$ cat config.mk
export PLATFORM = sky130hd
export DESIGN_NAME = tx_main_source
export DESIGN_NICKNAME = d
export VERILOG_FILES = /design/src/rtl/tx_main_source.sv
export SDC_FILE = /design/constraint.sdc
export NUM_CORES = 1
export LEC_CHECK = 0
export CAP_MARGIN = 20
export CELL_PAD_IN_SITES_DETAIL_PLACEMENT = 0
export CELL_PAD_IN_SITES_GLOBAL_PLACEMENT = 1
export CORE_MARGIN = 10
export CORE_UTILIZATION = 47
export CTS_CLUSTER_DIAMETER = 150
export DETAILED_ROUTE_END_ITERATION = 10
export PLACE_DENSITY_LB_ADDON = 0.1
export SLEW_MARGIN = 0
export SYNTH_ARGS = -nofsm -noshare
export SYNTH_HDL_FRONTEND = slang
export SYNTH_SLANG_ARGS = --single-unit
$ cat constraint.sdc
create_clock -name clk -period 5.13 [get_ports clk]
set_clock_uncertainty 0.1 [all_clocks]
set_input_delay 1.539 -clock clk [delete_from_list [all_inputs] [get_ports clk]]
set_output_delay 1.539 -clock clk [all_outputs]
set_load 0.01 [all_outputs]
$ cat src/rtl/tx_main_source.sv
// Transmit-side source for the main FIFO: buffers host words in a small circular
// queue and pushes them one per clock while the FIFO is not pausing.
module tx_main_source #(
  parameter int DATA_W = 6,
  parameter int DEPTH  = 4,
  parameter int CNT_W  = 8
) (
  input  logic              clk,
  input  logic              reset_L,
  input  logic              init,
  input  logic              host_valid,
  input  logic [DATA_W-1:0] host_data,
  output logic              host_ready,
  input  logic              pause,
  output logic              push_main,
  output logic [DATA_W-1:0] data_in,
  output logic [CNT_W-1:0]  sent_vc0,
  output logic [CNT_W-1:0]  sent_vc1,
  output logic              busy,
  output logic [1:0]        state_o
);
  localparam int              PTR_W = (DEPTH > 1) ? $clog2(DEPTH) : 1;
  localparam logic [PTR_W:0]  FULL  = (PTR_W+1)'(DEPTH);

  typedef enum logic [1:0] {
    ST_INIT = 2'd0,
    ST_IDLE = 2'd1,
    ST_SEND = 2'd2,
    ST_HOLD = 2'd3
  } state_t;

  state_t            state;
  logic [DATA_W-1:0] mem [DEPTH];
  logic [PTR_W-1:0]  wr_ptr, rd_ptr;
  logic [PTR_W:0]    count, count_nxt;
  logic              wr_en, pop;
  logic [DATA_W-1:0] head;

  // The pop decision here is exactly the value push_main takes at the next edge.
  always_comb begin
    host_ready = (count != FULL) && (state != ST_INIT);
    wr_en      = host_valid && host_ready;
    pop        = (state != ST_INIT) && (count != '0) && !pause && !init;
    count_nxt  = count + (PTR_W+1)'(wr_en) - (PTR_W+1)'(pop);
    head       = mem[rd_ptr];
  end

  assign state_o = state;

  // NOTE: queue storage has no reset; pointers and count define which entries are valid.
  always_ff @(posedge clk) begin
    if (wr_en) mem[wr_ptr] <= host_data;
  end

  always_ff @(posedge clk or negedge reset_L) begin
    if (!reset_L) begin
      state     <= ST_INIT;
      wr_ptr    <= '0;
      rd_ptr    <= '0;
      count     <= '0;
      push_main <= 1'b0;
      data_in   <= '0;
      sent_vc0  <= '0;
      sent_vc1  <= '0;
      busy      <= 1'b0;
    end else if (init || state == ST_INIT) begin
      // Flush: queued words are dropped, data_in keeps its last value.
      state     <= init ? ST_INIT : ST_IDLE;
      wr_ptr    <= '0;
      rd_ptr    <= '0;
      count     <= '0;
      push_main <= 1'b0;
      sent_vc0  <= '0;
      sent_vc1  <= '0;
      busy      <= 1'b0;
    end else begin
      push_main <= pop;
      count     <= count_nxt;
      busy      <= (count_nxt != '0) || pop;
      if (wr_en) wr_ptr <= wr_ptr + PTR_W'(1);
      if (pop) begin
        rd_ptr  <= rd_ptr + PTR_W'(1);
        data_in <= head;
        if (head[DATA_W-1]) begin
          if (sent_vc1 != '1) sent_vc1 <= sent_vc1 + CNT_W'(1);
        end else begin
          if (sent_vc0 != '1) sent_vc0 <= sent_vc0 + CNT_W'(1);
        end
      end
      unique case (state)
        ST_IDLE: if (wr_en) state <= ST_SEND;
        ST_SEND: begin
          if (pause && count_nxt != '0) state <= ST_HOLD;
          else if (count_nxt == '0)     state <= ST_IDLE;
        end
        ST_HOLD: if (!pause) state <= (count != '0) ? ST_SEND : ST_IDLE;
        default: state <= ST_IDLE;
      endcase
    end
  end
endmodule
# Yosys cells after proc, flatten, opt, wreduce, memory -nomap -nowiden
# Memory sizes are Yosys's and may differ from the RTL's.
# Cells that the tools add are included.
# Widths: inputs -> output; s select.
[classes]
addsub = 6
n_eq_ne = 10
n_mux = 25
bitwise_logic = 1
reduce_logical = 24
[ops]
columns = ["op", "count"]
rows = [
  ["$mux 8", 8],
  ["$mux 2", 10],
  ["$add 8x1->8 const B", 2],
  ["$ne 8x8->1 const B", 2],
  ["$reduce_bool 2->1", 6],
  ["$ne 3x3->1 const B", 3],
  ["$reduce_and 3->1", 3],
  ["$logic_and 1x1->1", 6],
  ["$pmux 2 s3", 1],
  ["$reduce_bool 3->1", 2],
  ["$mux 1", 5],
  ["$add 2x1->2 const B", 2],
  ["$eq 2x2->1 const B", 2],
  ["$ne 4x4->1 const B", 1],
  ["$add 3x1->3", 1],
  ["$logic_not 3->1", 1],
  ["$mux 3", 1],
  ["$sub 3x1->3", 1],
  ["$eq 2x1->1 const B", 1],
  ["$logic_not 1->1", 2],
  ["$logic_not 2->1", 1],
  ["$logic_or 1x1->1", 2],
  ["$ne 2x1->1 const B", 1],
  ["$reduce_and 2->1", 1],
  ["$not 1->1", 1],
]
[word_totals]
ff_bits = 33
ram_bits = 24
inputBits = 11
output_inout_bits = 27
wordCells = 76
mem_count = 1
[mem_list]
columns = ["name", "words", "width", "rd", "rd_clocked_by_memory_dff", "write_ports", "line_no", "rtl"]
rows = [
  ["mem", 4, 6, 1, 0, 1, "33", "logic [DATA_W-1:0] mem [DEPTH];"],
]

# Depth between registers and ports, before layout
# Gate-level depths: netlist of run 1.
[logic_depth]
depth_word = 10
ltp_mapped = 13
mapped_depth_nobuf = 12

# Least setup slack after synthesis of run 1
# OpenSTA, ideal clock, no wires.
[synth_path]
path_kind = "in2reg"
startpoint = "in init"
endpoint = "reg state[1], in the netlist state_o[1]"
setup_ps = 130
t_arrival_ps = 3561
slack_ps = 1340
path_stages = 12
path_buffers = 1
cell_sequence = "o21bai_2 -> clkbuf_1 -> nor3_1 -> ha_1 -> inv_1 -> ha_1 -> inv_1 -> fa_1 -> xnor3_1 -> nand3b_1 -> o211ai_1 -> a21oi_1"
[synth_via]
elab_chain_cells = 8
elab_cells_between_ends = 14
classes_between = "add/sub: 1; eq/ne: 3; mux: 3; reduce/logical: 7"
[synth_lines]
columns = ["element", "line_no", "rtl"]
rows = [
  ["start, declared", "10", "input logic init,"],
  ["$logic_not 1->1", "43", "pop = (state != ST_INIT) && (count != '0) && !pause && !init;"],
  ["$logic_and 1x1->1", "43", ""],
  ["$sub 3x1->3", "44", "count_nxt = count + (PTR_W+1)'(wr_en) - (PTR_W+1)'(pop);"],
  ["$reduce_bool 3->1", "93", "if (pause && count_nxt != '0) state <= ST_HOLD;"],
  ["$logic_and 1x1->1", "93", ""],
  ["$mux 2", "93", ""],
  ["$pmux 2 s3", "90", "unique case (state)"],
  ["$mux 2", "66", "end else if (init || state == ST_INIT) begin"],
  ["end signal, assigned", "68", "state <= init ? ST_INIT : ST_IDLE;"],
  ["end signal, assigned", "96", "ST_HOLD: if (!pause) state <= (count != '0) ? ST_SEND : ST_IDLE;"],
  ["end, declared", "32", "state_t state;"],
]
# Several ways; a longest one is shown, not always the timed one.
# A chain may end at the register's enable or synchronous reset.

# Worst setup path after layout of run 1
# Same ends and word-level chain as after synthesis.

==> metrics list, run 1 <==
* Result of the run: completed
- Number of max-cap violations: 0
* Final critical-path required period: ~4100 ps
- Setup repair after global routing left no endpoint under its margin.
- Along the worst hold path, the cell count comes to 1.
- Antenna violations before repair: 0
- Combinational power share: about 13%
* Final hold viol count: 0
* Post-Synth XOR/XNOR Area: about 2.2%
- For this run, the register share of the synthesized area comes to between 50% and 60%.
- The floorplan step set the die height to 95.4 um.
- TritonCTS built the clock tree.
- Highest attainable clock frequency: roughly 250 MHz
- Worst slew margin: around 40%
- Estimated wirelength of the detail-placed design: slightly below 4000 um
* Layout cell share with drive strength beyond 1: roughly an eighth
- Grt ovf: 0
* Compound-gate portion of the synthesized area: under 10%
- The initial utilization of the core area, before any placement, comes to 48.6%.
* Series of cell instances along the critical path: clkdlybuf4s50_1, o21bai_2, nor3_1, ha_1, inv_1, ha_1, inv_1, fa_1, xnor3_1, nand3b_1, o211ai_1, a21oi_1
- Largest net degree at the start of global routing: 34
- The tightest min-delay check is of the reg -> reg type.
* Part of the power in registers: between 40% and 50%
- Worst r2r path cells: 11
- Data on the critical path is required at its endpoint by around 5200 ps.
- The multi-input combinational cells in the finished layout cover a total of approximately 0.0011 sq mm.
- Stage delay of the slowest cell on the critical path: 450 ps
- After detailed routing, the total wire length is approximately 5600 um.
- Of all nets on the critical path, the largest fanout is 18.
- Layout Nets: 267
- Die Width: 95.4 um
- After synthesis, the mean cell area works out to ~13 sq um.
* Synthesized netlist net count: ~220
- Row generation in the floorplan step produced 27 rows.
* Max Buffers Root-to-Sink: 2
- Residual antenna-violating net count after detailed routing: 0
- Counting flops with a built-in enable in the synthesized netlist gives 24.
- The cell area that synthesis handed to floorplanning was roughly 0.0027 sq mm.
* Post-CTS Resized: 0
* Synthesis-to-layout area growth: 24.2%
- CTS Sinks: 57
* Portion of total power attributed to the clock network: 39.9%
* Power per Cell Area: around 330 mW/mm^2
- Across every metal layer, demand over resource in global routing totals between 10% and 20%.
- Number of antenna cells inserted: 0
* Cts hold-fix bufs: 0
- By area, the combinational part of the netlist is dominated by simple AND/OR/NAND/NOR gates.
- Total Die Area: approximately 0.009 sq mm
* Max-slew violation count: 0
- Overall via count from detail_route: ~1.8k
- After the first detailed-routing iteration, the DRC count stood at 99.
- Number of remaining DRC errors: 0
- Worst-Skew Late Latency: between 300 and 400 ps
- Std-Cell Core Area: approximately 0.0055 sq mm
- Internal power: between 800 and 900 uW
- Static power due to leakage: about 1.4 nW
* Kind of capture point of the worst setup path: flip-flop
* Net switching power of the design: 251 uW
* Wire length of the first global-routing pass: 9170 um
- Switch share: between 20 and 25%
- Hold Slack: ~400 ps
* Setup CP Type: in -> reg
- Counting distinct cell types in the post-synthesis netlist gives 44.
* Multiplexer share of the synthesized area: 11.9%
* Slowest CP cell: clkdlybuf4s50_1
- Counting the fill cells in the layout gives around 450.
- Primary FF master, synth: dfrtp_1
* Count of buffers added by post-CTS timing repair for setup: 0
- After Yosys synthesis, full adders, half adders and majority gates account for 4.49% of the synthesized area.
* Final cycle utilization of the critical path: roughly four fifths
* Total Neg Setup Slack: 0 ps
- I/O Buffers: 37
* Register bit total from synthesis: 57
* Deepest level of the CTS H-tree: 3
* Simple-gate share of the synthesized area: between 10% and 20%
- Counting the buffers created by CTS gives 9.
- Final number of setup-violating endpoints: 0
- Clock Tree Root: clkbuf_8
- Using the TritonRoute via totals, the vias-per-cell ratio works out to 5.49.
- The via count of the first global-routing pass came to 1834.
- Routability congestion estimate: around 0.83
- Registers take 0.00155 sq mm.
- Number of standard cells after synthesis: 203
* Transition time at the pin with the least slew margin: roughly 910 ps
* Number of warnings issued by yosys: 0
* Top Ports: 38
* Clock-pin transition on the worst setup and hold timing paths: roughly 60 ps
- STA classifies the critical path startpoint as a primary input.
- Arr. time, crit path: 4160 ps
* Async SR Flop Fraction: between 50% and 60%
* Maximum vdd ir drop: 0.208 mV
- Number of detailed-routing iterations run before antenna repair: 4
* Average routed wire per standard cell: between 15 and 20 um
[registers in the layout, summed over array words and instances (netlist names)]
| signal | flops |
|---|---|
| busy | 1 |
| count | 3 |
| data_in | 6 |
| mem | 24 |
| push_main | 1 |
| rd_ptr | 2 |
| sent_vc0 | 8 |
| sent_vc1 | 8 |
| state_o | 2 |
| wr_ptr | 2 |
[through the flow]
step / setup slack [ps] / cells / power, mW / area, sq um / util, %
floorplan: 1340 / 203 / 0.592 / 2680 / -
detailed placement: 731 / 308 / 0.669 / 3120 / 56.7
global placement: 822 / 308 / 0.662 / 3120 / 56.7
CTS: 1090 / 324 / 1.11 / 3320 / 60.3
finish: 1080 / 324 / 1.10 / 3320 / 60.3
global route: 904 / 324 / 1.15 / 3320 / 60.3
[cells in the final DEF, fill, tap and decap left out, types with 8 or more instances in the layout]
cell type / instances
inv_1: 8
nand2_1: 16
mux2i_1: 10
ha_1: 8
edfxtp_1: 24
dfrtp_1: 33
nor2_1: 17
clkbuf_8: 9
nand3_1: 10
clkdlybuf4s50_1: 37
[worst max-delay path, delay by kind of cell]
kind                       cells  cell delay (ps)
AOI/OAI and AO/OA              3              680
xor gates and xnor gates       1              230
adders and majority gates      3              750
buffers and inverters          3              550
and+or+nand+nor                2              400
[synth_stat cells, types with 2 or more instances]
master	instances	share of area, %
a21oi_1	3	0.56
a31oi_1	3	0.70
and2_1	5	1.2
and3_1	6	1.4
and4_1	3	0.98
buf_2	2	0.37
clkbuf_1	3	0.42
dfrtp_1	33	31
edfxtp_1	24	27
ha_1	8	3.7
inv_1	8	1.1
mux2_2	6	2.5
mux2i_1	10	3.7
mux4_1	4	3.9
mux4_2	2	1.7
nand2_1	16	2.2
nand3_1	10	1.9
nand4_1	5	1.2
nor2_1	17	2.4
nor3_1	3	0.56
o21ai_0	4	0.75
or2_2	4	0.94
xnor2_1	3	0.98
[power by group through the flow]
stage / clock network (mW) / logic [mW] / registers (mW)
global route: 0.473 / 0.151 / 0.522
global placement: 0 / 0.136 / 0.526
detailed placement: 0 / 0.141 / 0.528
CTS: 0.447 / 0.141 / 0.520
floorplan: 0 / 0.0602 / 0.532
finish: 0.438 / 0.138 / 0.520
[cell families after synthesis]
| kind of cell | after synthesis |
|---|---|
| and+or+nand+nor | 76 |
| muxes | 22 |
| buffers and inverters | 15 |
| adders and majority gates | 9 |
| AOI/OAI and AO/OA | 19 |
| DFF | 57 |
| xor gates and xnor gates | 5 |
[final timing paths]
kind                             start  slack, ps           to
max                               init       1080   state_o[1]
max in group asynchronous      reset_L       3100     count[1]
min reg2reg                sent_vc1[7]        400  sent_vc1[7]
min in group asynchronous      reset_L       1510    push_main
min                        sent_vc1[7]        400  sent_vc1[7]
max reg2reg                 state_o[0]       2090   state_o[1]
[area by class of cell]
cell class	instances	share of cell area, %
clock buffer	11	3.95
clock inverter	5	2.15
inverter	8	0.904
multi-input combinational	131	31.9
sequential	57	46.5
tap	72	2.71
timing repair buffer	40	11.8
[layer usage]
metal  up-vias  part of all wire, %  global-route usage (%)
met5         -                    0                       0
met4         0                  1.6                    5.53
met3         9                  6.1                    5.42
met2        36                   50                    21.6
met1       896                   42                    14.9
li1        837                    -                       -
Power figures use the tool's default switching activity.
==> inputs of run 2 (changes only) <==
- CORE_UTILIZATION: 47 -> 40
- clock period: 5.13 -> 3.6 ns (I/O delays scaled with it)
==> metrics list, run 2 (synthesized netlist as in run 1, its figures left out) <==
- The flow ran to the end, and the final reports show no timing, DRC or antenna violations.
* Endpoint required time on the critical path: 3700 ps (-1540 ps)
- The worst voltage drop across the vdd grid was 0.318 mV (+53%).
- The final weighted congestion of routability-driven global placement was 0.771 (-6.7%).
- Power per Cell Area: 476 mW/mm^2 (+45%)
- The total overflow reported by the global router is 0 (unchanged).
* Number of detailed-routing iterations run before antenna repair: 4 (unchanged)
* Setup WS pre-CTS: -91.6 ps (-822 ps)
* Synthesis-to-layout area growth: 26.8%
- TritonCTS built the clock tree.
- Setup repair after global routing left no endpoint under its margin.
- Clock Tree Root: clkbuf_8
- After layout, the minimum clock period comes to ~3300 ps.
- The sum of net half-perimeters after detailed placement came to 3790 um (-1.9%).
* Std-Cell Rows: 29 (+7.4%)
- Placed inst area: 0.00316 sq mm (+1.4%)
- Clock buffer count from CTS: 9 (unchanged)
* Number of flip-flops in the largest register: 24 (unchanged)
* I/O Buffers: 37 (unchanged)
- Final cycle utilization of the critical path: about 90%
- Highest attainable clock frequency: around 300 MHz
* Antenna violations before repair: 0 (unchanged)
* Max Buffers Root-to-Sink: 2 (unchanged)
* CTS Sinks: 57 (unchanged)
* Crit start category: primary input
- The slew of the pin with the lowest slew margin was 502 ps (-409 ps).
- The via count of the first global-routing pass came to 1785 (-2.7%).
- Deepest level of the CTS H-tree: 3 (unchanged)
- Worst slew margin: 66.4% (+27 points)
* Hold Slack: 406 ps (+2.59 ps)
- The initial cell density of the core came to 41.7% (-6.9 points).
* Final std cell area, no fill: 0.00339 sq mm (+2.0%)
- Final number of setup-violating endpoints: 0 (unchanged)
* Non-filler cells in the finished layout: 334 (+3.1%)
* Register bank with the most flops: mem
- Average routed wire per standard cell: 16.2 um (-6.8%)
* DR iter-0 viols: 70 (-29%)
- The count of hold buffers inserted by post-cts repair came to 0 (unchanged).
* Die H: 102 um (+6.6%)
* Residual antenna-violating net count after detailed routing: 0 (unchanged)
* Inst Count DP: 318 (+3.2%)
* Number of max-cap violations: 0 (unchanged)
- The clock input transition at the sequential cells of the worst setup and hold paths came to 70 ps (about the same).
* Wire length after detailed routing: 5420 um (-3.9%)
* Number of remaining DRC errors: 0 (unchanged)
- The clock insertion delay at the later pin of the skew report was 330 ps (about the same).
- The worst path setup slack after routing was 267 ps (-809 ps).
* Wire length of the first global-routing pass: 9270 um (+1.1%)
- Number of antenna cells inserted: 0 (unchanged)
- Via-per-instance ratio: 5.15 (-6.2%)
- Total Die Area: 0.0104 sq mm (+14%)
- Layout cell share with drive strength beyond 1: 16.7% (+3.6 points)
* Std-Cell Core Area: 0.00642 sq mm (+17%)
- Most common library cell in the layout ignoring fill and taps: clkdlybuf4s50_1
* Critical path fanouts, max: 3 (-15)
- Post-CTS Resized: 0 (unchanged)
- The final layout net count was 272 (+1.9%).
- Final hold viol count: 0 (unchanged)
- In the final layout, the registers with the most flip-flops are mem (24), sent_vc0 (8), sent_vc1 (8).
* Overall via count from detail_route: 1719 (-3.3%)
- Overall fraction of global-route tracks in use: 11.4% (-1.8 points)
- The total negative slack for setup checks was 0 ps (unchanged).
- Die Width: 102 um (+6.6%)
- Leaving out fill and tap cells, the most frequent cells in the layout are clkdlybuf4s50_1 (37), dfrtp_1 (33), edfxtp_1 (24).
* Count of buffers added by post-CTS timing repair for setup: 0 (unchanged)
* Kind of capture point of the worst setup path: flip-flop
* Max-slew violation count: 0 (unchanged)
* Largest net degree at the start of global routing: 34 (unchanged)
- The worst setup path is of the in -> reg kind.
- Static power due to leakage: 1.40 nW (+2.4%)
- Arr. time, crit path: 3440 ps (-720 ps)
- Top Ports: 38 (unchanged)
* Type of the most critical hold path: reg -> reg
run 2: cell types whose count changed in the layout (fill, tap and decap cells not counted), sizes merged:
cell	before	now
clkbuf	11	9
inv	8	9
buf	3	8
clkinvlp	0	1
run 2: cell type report:
type,count,area (sq um)
tap,77,96.3
clock inverter,7,103
clock buffer,9,124
sequential,57,1550
multi-input combinational,131,1060
inverter,8,30.0
fill,541,3030
timing repair buffer,45,430
run 2: stage by stage:
step / power [mW] / utilization [%]
after floorplan: 0.844 / -
after global placement: 0.958 / 49.3
after detailed placement: 0.961 / 49.3
after CTS: 1.64 / 52.8
after global routing: 1.68 / 52.8
final: 1.62 / 52.8
run 2: worst paths after layout:
| check | cells past startpoint | slack, ps | end | from |
|---|---|---|---|---|
| setup / recovery | 13 | 270 | state_o[1] | host_valid |
| hold / removal | 1 | 410 | sent_vc1[5] | sent_vc1[5] |
| setup reg to reg | 12 | 820 | state_o[1] | state_o[1] |
| hold reg to reg | 1 | 410 | sent_vc1[5] | sent_vc1[5] |
| max in group asynchronous | 2 | 2020 | data_in[0] | reset_L |
| min in group asynchronous | 2 | 1060 | sent_vc0[3] | reset_L |
run 2: critical path: stages:
cell             delay (ps)
clkdlybuf4s50_1         480
inv_1                    40
a211oi_1                240
inv_1                    70
ha_1                    270
inv_1                    60
ha_1                    130
inv_1                    50
fa_1                    360
xnor3_1                 230
nand3b_1                140
o211ai_1                190
a21oi_1                  90
run 2: report_power, final:
| group | switching (mW) | internal (mW) | leakage (nW) |
|---|---|---|---|
| Clock | 0.280 | 0.395 | 0.110 |
| Combinational | 0.0910 | 0.110 | 0.622 |
| Sequential | 0.0243 | 0.715 | 0.671 |
run 2: routing by layer:
layer  part of all wire (%)  global-route usage (%)
met5                      0                       0
met4                   0.35                    4.40
met3                    4.9                    4.49
met2                     49                    17.2
met1                     46                    14.2
==> inputs of run 3 (changes only) <==
- CELL_PAD_IN_SITES_GLOBAL_PLACEMENT: 1 -> 2
- CORE_UTILIZATION: 40 -> 33
==> metrics list, run 3 (synthesized netlist as in run 1, its figures left out) <==
- Result of the run: completed
- Type of the most critical hold path: reg -> reg
- The core box area is 0.00781 sq mm (+22%).
* Stage delay of the slowest cell on the critical path: 480 ps (about the same)
- The I/O pin count is 38 (unchanged).
* Transition time at the pin with the least slew margin: 492 ps (-10.4 ps)
* Worst-Skew Late Latency: 330 ps (about the same)
- The aggregate global-route resource usage came to 9.89% (-1.5 points).
- Kind of capture point of the worst setup path: flip-flop
- Estimated wirelength of the detail-placed design: 4020 um (+6.1%)
- The worst slew margin relative to its limit came to 67.1% (+0.70 points).
* I/O Buffers: 37 (unchanged)
- Inst Count DP: 344 (+8.2%)
* Most used cell along the critical path: inv_1
* Number of max-cap violations: 0 (unchanged)
- Clock buffer count from CTS: 9 (unchanged)
- The die boundary width came to 110 um (+8.1%).
- The share of cells above drive strength 1 came to 17.1% (+0.32 points).
* Initial core utilization: 34.3% (-7.4 points)
- Final cycle utilization of the critical path: 91.6% (-1.0 points)
- Residual antenna-violating net count after detailed routing: 0 (unchanged)
- Max Buffers Root-to-Sink: 2 (unchanged)
* Max-slew violation count: 0 (unchanged)
* DR iter-0 viols: 38 (-46%)
* Post-CTS Resized: 0 (unchanged)
- Number of remaining DRC errors: 0 (unchanged)
- The root buffer cell chosen for the clock tree is clkbuf_8.
* Hold Slack: 409 ps (+3.01 ps)
* Reg area: 0.00155 sq mm (unchanged)
- The worst setup path is launched from a primary input.
- The required time of the critical path was 3710 ps (about the same).
* Total Neg Setup Slack: 0 ps (unchanged)
- Synthesis-to-layout area growth: 29.0%
- The worst path setup slack after routing came to 304 ps (+37.1 ps).
* Final std cell area, no fill: 0.00345 sq mm (+1.8%)
- Non-filler cells in the finished layout: 360 (+7.8%)
- The routed wire length came to 5610 um (+3.5%).
- Layout filler cell count: 750 (+39%)
- Grt ovf: 0 (unchanged)
- The area of the multi-input gates came to 0.00106 sq mm (unchanged).
* Category of cells accounting for the largest share of critical-path delay: adder cells
* Critical path buffer and inverter count: 5 (unchanged)
- The number of antenna violations at the first check in global routing is 0 (unchanged).
- Maximum vdd ir drop: 0.350 mV (+10%)
* Clock-pin transition on the worst setup and hold timing paths: 70 ps (about the same)
* Vias in the first global route: 1891 (+5.9%)
- Wire length of the first global-routing pass: 9400 um (+1.3%)
- The detailed-route vias per instance came to 4.83 (-6.3%).
- Routability congestion estimate: 0.722 (-6.5%)
* Most frequent cells in the layout: clkdlybuf4s50_1 (37), dfrtp_1 (33), edfxtp_1 (24)
- Count of buffers added by post-CTS timing repair for setup: 0 (unchanged)
- The flip-flop count of the largest register after layout was 24 (unchanged).
* Setup repair after global routing missed its margin: no
- The number of clock sinks was 57 (unchanged).
* Final cell utilization of the core: 44.2% (-8.6 points)
- The detailed-route wire length per cell was 15.6 um (-3.9%).
* Series of cell instances along the critical path: clkdlybuf4s50_1, inv_1, a211oi_1, inv_1, ha_1, inv_1, ha_1, inv_1, fa_1, xnor3_1, nand3b_1, o211ai_1, a21oi_1
- Critical path fanouts, max: 3 (unchanged)
* Power per Cell Area: 489 mW/mm^2 (+2.6%)
- The count of hold buffers inserted by post-cts repair came to 0 (unchanged).
* Final number of setup-violating endpoints: 0 (unchanged)
- Number of antenna cells inserted: 0 (unchanged)
- Layout Nets: 273 (+0.37%)
* Total power of the final layout: 1.69 mW (+4.4%)
- Slowest CP cell: clkdlybuf4s50_1
- Counting flops per register, the top entry is mem.
- The largest registers in the layout are mem (24), sent_vc0 (8), sent_vc1 (8).
- Highest attainable clock frequency: 303 MHz (+1.1%)
- Setup WS pre-CTS: -60.1 ps (+31.5 ps)
- The first-pass detailed-route iteration total came to 5 (+1).
* Static power due to leakage: 1.42 nW (+1.4%)
* Deepest level of the CTS H-tree: 3 (unchanged)
- Total Die Area: 0.0121 sq mm (+17%)
* Largest net degree at the start of global routing: 34 (unchanged)
- Most common library cell in the layout ignoring fill and taps: clkdlybuf4s50_1
* Overall via count from detail_route: 1737 (+1.0%)
- The critical path in this run is classified as in -> reg.
- Die H: 110 um (+8.1%)
- The area after detailed placement came to 0.00320 sq mm (+1.2%).
* Arr. time, crit path: 3400 ps (-40 ps)
- Final critical-path required period: 3300 ps (-37.1 ps)
- Std-Cell Rows: 32 (+10%)
* Clock tree from TritonCTS: done
- The number of hold violations in the final report came to 0 (unchanged).
## run 3: cell types whose count changed in the layout (fill, tap and decap cells not counted), sizes merged
cell      previous run  this run
clkinv               3         2
bufinv               2         3
inv                  9        10
clkinvlp             1         0
buf                  8         9
## run 3: worst paths after layout
| kind | start | endpoint | slack (ps) | cells past startpoint |
|---|---|---|---|---|
| max reg2reg | state_o[1] | state_o[1] | 870 | 12 |
| min in group asynchronous | reset_L | sent_vc0[4] | 1050 | 2 |
| max | host_valid | state_o[1] | 300 | 13 |
| min | sent_vc1[7] | sent_vc1[7] | 410 | 1 |
| max in group asynchronous | reset_L | sent_vc1[1] | 2020 | 2 |
| min reg2reg | sent_vc1[7] | sent_vc1[7] | 410 | 1 |
## run 3: where the power goes
group	internal [mW]	switching, mW
Clock	0.467	0.278
Combinational	0.110	0.0928
Sequential	0.715	0.0239
Total	1.29	0.395
## run 3: layout make-up
type | count | area share [%]
clock buffers | 9 | 3.59
clock inverters | 7 | 3.62
flip-flops and latches | 57 | 44.8
multi-input cells | 131 | 30.7
repair buffers | 46 | 12.7
inverters | 8 | 0.870
well taps | 102 | 3.70
## run 3: routing by layer
metal	GRT usage (%)	up-vias	part of all wire [%]
li1	-	852	-
met1	12.1	846	45
met2	15.9	29	48
met3	2.79	10	5.9
met4	4.46	0	1.1
met5	0	-	0
